===== config.mk =====
export PLATFORM = sky130hd
export DESIGN_NAME = parity_unit_flat
export DESIGN_NICKNAME = d
export VERILOG_FILES = /design/src/rtl/parity_unit_if.sv /design/src/rtl/parity_unit.sv /design/src/flat_wrapper.sv
export SDC_FILE = /design/constraint.sdc
export NUM_CORES = 1
export LEC_CHECK = 0
export ABC_AREA = 1
export CAP_MARGIN = 10
export CORE_ASPECT_RATIO = 1.75
export CORE_MARGIN = 4
export CORE_UTILIZATION = 45
export DETAILED_ROUTE_END_ITERATION = 16
export PLACE_DENSITY = 0.73
export SLEW_MARGIN = 15
export SYNTH_ARGS = -nofsm -noshare
export SYNTH_HDL_FRONTEND = slang
export SYNTH_SLANG_ARGS = --single-unit

===== constraint.sdc =====
create_clock -name CLK -period 1.4 [get_ports CLK]
set_input_delay 0.21 -clock CLK [delete_from_list [all_inputs] [get_ports CLK]]
set_output_delay 0.21 -clock CLK [all_outputs]
set_load 0.03 [all_outputs]

===== src/rtl/parity_unit_if.sv =====
// Handshake/bus bundle for the UART parity engine: TX word strobe, RX bit stream,
// and the registered status outputs.
interface parity_unit_if #(
  parameter int DATA_WIDTH = 8,
  parameter int ERR_CNT_W  = 8
);
  logic [DATA_WIDTH-1:0] P_DATA;
  logic                  DATA_Valid;
  logic                  PAR_EN;
  logic [1:0]            PAR_TYP;
  logic                  S_START;
  logic                  S_VALID;
  logic                  S_BIT;
  logic                  ERR_CLR;
  logic                  par_bit;
  logic                  par_valid;
  logic                  chk_busy;
  logic                  chk_done;
  logic                  par_err;
  logic [ERR_CNT_W-1:0]  err_cnt;

  modport master (
    output P_DATA, DATA_Valid, PAR_EN, PAR_TYP, S_START, S_VALID, S_BIT, ERR_CLR,
    input  par_bit, par_valid, chk_busy, chk_done, par_err, err_cnt
  );

  modport slave (
    input  P_DATA, DATA_Valid, PAR_EN, PAR_TYP, S_START, S_VALID, S_BIT, ERR_CLR,
    output par_bit, par_valid, chk_busy, chk_done, par_err, err_cnt
  );
endinterface


===== src/rtl/parity_unit.sv =====
// UART parity engine: TX parity generation for a parallel word and an RX frame
// checker (IDLE/DATA/PARITY) with a saturating parity-error counter.
module parity_unit #(
  parameter int DATA_WIDTH = 8,
  parameter int ERR_CNT_W  = 8
) (
  input  logic          CLK,
  input  logic          RST,
  parity_unit_if.slave  bus
);
  localparam int CW = $clog2(DATA_WIDTH) + 1;
  localparam logic [ERR_CNT_W-1:0] ERR_MAX = '1;

  typedef enum logic [1:0] {IDLE, DATA, PARITY} state_t;

  state_t               state;
  logic [CW-1:0]        cnt;
  logic                 acc;
  logic [1:0]           typ_l;
  logic                 par_bit_q, par_valid_q, busy_q, done_q, err_q;
  logic [ERR_CNT_W-1:0] err_cnt_q;
  logic                 rx_eval, rx_mis;

  function automatic logic par_f(input logic [1:0] typ, input logic x);
    case (typ)
      2'b00:   return x;
      2'b01:   return ~x;
      2'b10:   return 1'b0;
      default: return 1'b1;
    endcase
  endfunction

  // A start strobe always wins over a coincident sampled bit, including the parity bit.
  always_comb begin
    rx_eval = (state == PARITY) && bus.S_VALID && !bus.S_START;
    rx_mis  = rx_eval && (bus.S_BIT != par_f(typ_l, acc));
  end

  always_ff @(posedge CLK or posedge RST) begin
    if (RST) begin
      state       <= IDLE;
      cnt         <= '0;
      acc         <= 1'b0;
      typ_l       <= 2'b00;
      par_bit_q   <= 1'b0;
      par_valid_q <= 1'b0;
      busy_q      <= 1'b0;
      done_q      <= 1'b0;
      err_q       <= 1'b0;
      err_cnt_q   <= '0;
    end else begin
      par_valid_q <= 1'b0;
      if (bus.DATA_Valid && bus.PAR_EN) begin
        par_bit_q   <= par_f(bus.PAR_TYP, ^bus.P_DATA);
        par_valid_q <= 1'b1;
      end

      done_q <= rx_eval;
      err_q  <= rx_mis;
      if (bus.ERR_CLR)
        err_cnt_q <= '0;
      else if (rx_mis && err_cnt_q != ERR_MAX)
        err_cnt_q <= err_cnt_q + 1'b1;

      if (bus.S_START) begin
        if (bus.PAR_EN) begin
          state  <= DATA;
          busy_q <= 1'b1;
          acc    <= 1'b0;
          cnt    <= '0;
          typ_l  <= bus.PAR_TYP;
        end else if (state != IDLE) begin
          // parity disabled: a new frame aborts the current one but is not checked
          state  <= IDLE;
          busy_q <= 1'b0;
        end
      end else begin
        case (state)
          DATA: if (bus.S_VALID) begin
            acc <= acc ^ bus.S_BIT;
            cnt <= cnt + 1'b1;
            if (cnt == CW'(DATA_WIDTH - 1)) state <= PARITY;
          end
          PARITY: if (bus.S_VALID) begin
            state  <= IDLE;
            busy_q <= 1'b0;
          end
          default: ;
        endcase
      end
    end
  end

  assign bus.par_bit   = par_bit_q;
  assign bus.par_valid = par_valid_q;
  assign bus.chk_busy  = busy_q;
  assign bus.chk_done  = done_q;
  assign bus.par_err   = err_q;
  assign bus.err_cnt   = err_cnt_q;
endmodule

===== src/flat_wrapper.sv =====
// flat-port wrapper written by rule: the top's interface ports become plain ports
module parity_unit_flat 
#(
  parameter int DATA_WIDTH = 8,
  parameter int ERR_CNT_W  = 8
)
  (CLK, RST, bus_P_DATA, bus_DATA_Valid, bus_PAR_EN, bus_PAR_TYP, bus_S_START, bus_S_VALID, bus_S_BIT, bus_ERR_CLR, bus_par_bit, bus_par_valid, bus_chk_busy, bus_chk_done, bus_par_err, bus_err_cnt);
  parity_unit_if #(.DATA_WIDTH(DATA_WIDTH), .ERR_CNT_W(ERR_CNT_W)) bus_i ();
  input  logic CLK;
  input  logic RST;
  input wire logic [$bits(bus_i.P_DATA)-1:0] bus_P_DATA;
  input wire logic [$bits(bus_i.DATA_Valid)-1:0] bus_DATA_Valid;
  input wire logic [$bits(bus_i.PAR_EN)-1:0] bus_PAR_EN;
  input wire logic [$bits(bus_i.PAR_TYP)-1:0] bus_PAR_TYP;
  input wire logic [$bits(bus_i.S_START)-1:0] bus_S_START;
  input wire logic [$bits(bus_i.S_VALID)-1:0] bus_S_VALID;
  input wire logic [$bits(bus_i.S_BIT)-1:0] bus_S_BIT;
  input wire logic [$bits(bus_i.ERR_CLR)-1:0] bus_ERR_CLR;
  output wire logic [$bits(bus_i.par_bit)-1:0] bus_par_bit;
  output wire logic [$bits(bus_i.par_valid)-1:0] bus_par_valid;
  output wire logic [$bits(bus_i.chk_busy)-1:0] bus_chk_busy;
  output wire logic [$bits(bus_i.chk_done)-1:0] bus_chk_done;
  output wire logic [$bits(bus_i.par_err)-1:0] bus_par_err;
  output wire logic [$bits(bus_i.err_cnt)-1:0] bus_err_cnt;
  assign bus_i.P_DATA = bus_P_DATA;
  assign bus_i.DATA_Valid = bus_DATA_Valid;
  assign bus_i.PAR_EN = bus_PAR_EN;
  assign bus_i.PAR_TYP = bus_PAR_TYP;
  assign bus_i.S_START = bus_S_START;
  assign bus_i.S_VALID = bus_S_VALID;
  assign bus_i.S_BIT = bus_S_BIT;
  assign bus_i.ERR_CLR = bus_ERR_CLR;
  assign bus_par_bit = bus_i.par_bit;
  assign bus_par_valid = bus_i.par_valid;
  assign bus_chk_busy = bus_i.chk_busy;
  assign bus_chk_done = bus_i.chk_done;
  assign bus_par_err = bus_i.par_err;
  assign bus_err_cnt = bus_i.err_cnt;
  parity_unit #(.DATA_WIDTH(DATA_WIDTH), .ERR_CNT_W(ERR_CNT_W)) u_core (.CLK(CLK), .RST(RST), .bus(bus_i));
endmodule

==> results.toml <==
[synth]
synth_area_um2 = 1304
synth.top_cells.by_count = "nand2_1 (76), dfrtp_1 (22), inv_1 (21), nand3_1 (20), nor2_1 (14)"
synth_ff_type = "dfrtp_1"
synth_cell_type_count = 21
netlist_instances = 184
yosys-top-cells-area = "dfrtp_1 (42%), nand2_1 (22%), nand3_1 (7.7%)"
synth.most_common_cell = "nand2_1"
synth_async_sr_flop_share_pct = 100.0
synth_edf_count = 0
synth_nets = 204
ys_warn_count = 0
synth-seq-cells = 22
syn_avg_cell_area_um2 = 7.086
synth_top_area_share_pct = 42.23
synth_top_cell_by_area = "dfrtp_1"
synth-seq-area-share_pct = 42.23

[layout]
fin_cells = 259
syn_to_final_growth_pct = 39.92
layout-drive-gt1-share_pct = 14.66
nets = 253
antennaDiodeCount = 0

[placed_design]
port-buffer-count = 30
dp_cells = 253
dpl.hpwl_mm = 2.384
routabilityCongestion = 0.8647
pre_cts_slack_ns = -0.2221

[sta]
clock_skew_ns = 0.002741
hold_viol = 0
drv_slew = 0
worst_pin_slew_ns = 0.3419
fmax_mhz = 747.5
setup_ws_ns = 0.06219
slew_headroom_pct = 77.07
period_needed_ns = 1.338
holdWs_ns = 0.2840
setup_violations = 0
period_share_pct = 95.56
tns_ns = 0

[global_route]
grt_pass1_vias = 1281
grt_usage_pct = 15.74
grt_pass1_wl_mm = 5.016
overflow = 0
antenna_found_initial = 0
grt_max_degree = 23

[power]
combPwrFrac_pct = 31.1
p_leak_nw = 1.001
power.internal_w = 0.001216
vdd_drop_max_mv = 0.6311
clock_power_share_pct = 24.6
power_density_nw_per_um2 = 991.9
power_frac_seq_pct = 44.4
p_sw_w = 0.0005940
switching_share_pct = 32.83

[die]
die_area_um2 = 3856
design.core.area_um2 = 2753
io_pins = 31
fp.dieW_um = 48.69
initial_core_util_pct = 47.36
die_h_um = 79.21
rows = 25

[worst_setup_path]
critPathKind = "reg -> reg"
critPathRequiredTime_ns = 1.60
cp-end-kind = "register"
critPathMaxFanout = 8
arrival_ns = 1.54
start_kind = "register"

[outcome]
status = "finished, final reports clean"

[clocking]
clock-root-buffer = "clkbuf_8"
numCtsBuffers = 3
cts.sinks = 22
cts_buffer_depth = 2
cts_tree = "built"
cts.clk_slew.worst_paths_ns = 0.08
htreeDepth = 1
clk_latency_ns = 0.26

[run]
max_cap_viol_count = 0

[route]
wire_per_inst_um = 11.21
wl_mm = 2.904
via_per_inst = 5.193
vias = 1345
drtIter0Drc = 27
drc = 0
drt_pass1_iterations = 4
antenna_left = 0

[min_path]
hp-class = "in -> async"
## worst max-delay path, cell delays in order, from the launching register on
cell and delay [ns]:
dfrtp_1 0.41, inv_2 0.09, nand2_4 0.06, nor3_4 0.25, nand3_4 0.17, nand2_4 0.14
nand3_2 0.07, nand2_1 0.08
## final timing paths
path	start	end	slack, ns	cells after the start
worst max-delay path	u_core.state[0]$_DFFE_PP0P_	u_core.bus.err_cnt[5]$_DFFE_PP0P_	0.06	7
worst min-delay path	RST	u_core.bus.par_bit$_DFFE_PP0P_	0.28	3
worst max register to register	u_core.state[0]$_DFFE_PP0P_	u_core.bus.err_cnt[5]$_DFFE_PP0P_	0.06	7
worst min register to register	u_core.bus.par_bit$_DFFE_PP0P_	u_core.bus.par_bit$_DFFE_PP0P_	0.48	2
max in group asynchronous	RST	u_core.bus.err_cnt[3]$_DFFE_PP0P_	0.88	3
min in group CLK	u_core.bus.par_bit$_DFFE_PP0P_	u_core.bus.par_bit$_DFFE_PP0P_	0.48	2
## metrics by stage
stage / total power [W] / instance area [µm²] / util, %
3_3_place_gp: 0.001347 / 1734 / 63.00
3_5_place_dp: 0.001368 / 1734 / 63.00
6_report: 0.001810 / 1824 / 66.27
4_1_cts: 0.001799 / 1787 / 64.91
5_1_grt: 0.001921 / 1824 / 66.27
2_1_floorplan: 0.001140 / 1310 / -
## placed cells by master, fill, tap and decap left out, types with 2 or more instances in the layout
master and instances:
o21ai_0 2, nand2_1 74, dfrtp_1 19, nand2_2 2, clkbuf_8 4, o21ai_1 2
nor3_1 2, nor2_1 13, a21oi_1 7, dlygate4sd2_1 13, nand3_2 2, inv_1 20
clkdlybuf4s50_1 17, xnor2_2 2, xor2_1 3, nand2_4 2, nand3_1 18, dfrtp_2 3
xnor2_1 3, buf_4 13
## power groups by stage
| stage | clock network (W) | logic [W] | registers [W] |
|---|---|---|---|
| final | 0.000445 | 0.000562 | 0.000803 |
| after global routing | 0.000480 | 0.000624 | 0.000817 |
| after CTS | 0.000460 | 0.000543 | 0.000796 |
| after detailed placement | 0 | 0.000558 | 0.000811 |
| after global placement | 0 | 0.000541 | 0.000806 |
| after floorplan | 0 | 0.000269 | 0.000871 |
## timing repair
action | 4_1_cts | 5_1_grt
hold buffers | 0 | 0
setup endpoints to repair | 19 | 8
hold endpoints to repair | 0 | 0
cloned | 1 | 0
pin swaps | 1 | 4
setup buffers | 0 | 1
gates resized for setup | 14 | 8
## final cells by class
cell class                      instances  area, µm²
Clock buffer                            4      55.05
Fill cell                             252      928.4
Inverter                               22      82.58
Multi-Input combinational cell        141      716.9
Sequential cell                        22      554.3
Tap cell                               27      33.78
Timing Repair Buffer                   43      381.6
## layer usage
metal / wire length, µm / GRT usage (%) / vias up
met3: 156 / 2.439 / 2
met2: 1700 / 31.94 / 35
met4: 19 / 5.930 / 0
li1: - / - / 680
met5: 0 / 0 / -
met1: 1028 / 15.01 / 628
## flip-flops by register name (all words and copies together) (netlist names)
signal,count
u_core.bus.chk_done,1
u_core.typ_l,2
u_core.bus.par_valid,1
u_core.bus.par_err,1
u_core.state,2
u_core.bus.par_bit,1
u_core.acc,1
u_core.cnt,4
u_core.bus.chk_busy,1
u_core.bus.err_cnt,8
## logic make-up (layout without fill, tap and decap cells)
group / after synthesis / after routing / synth area share [%]
compound gates: 12 / 12 / 4.798
fa+ha+maj: 2 / 2 / 1.919
flops: 22 / 22 / 42.23
buf+inv: 22 / 69 / 6.334
xor+xnor: 8 / 8 / 5.951
simple gates: 118 / 119 / 38.77
Power figures use the tool's default switching activity.
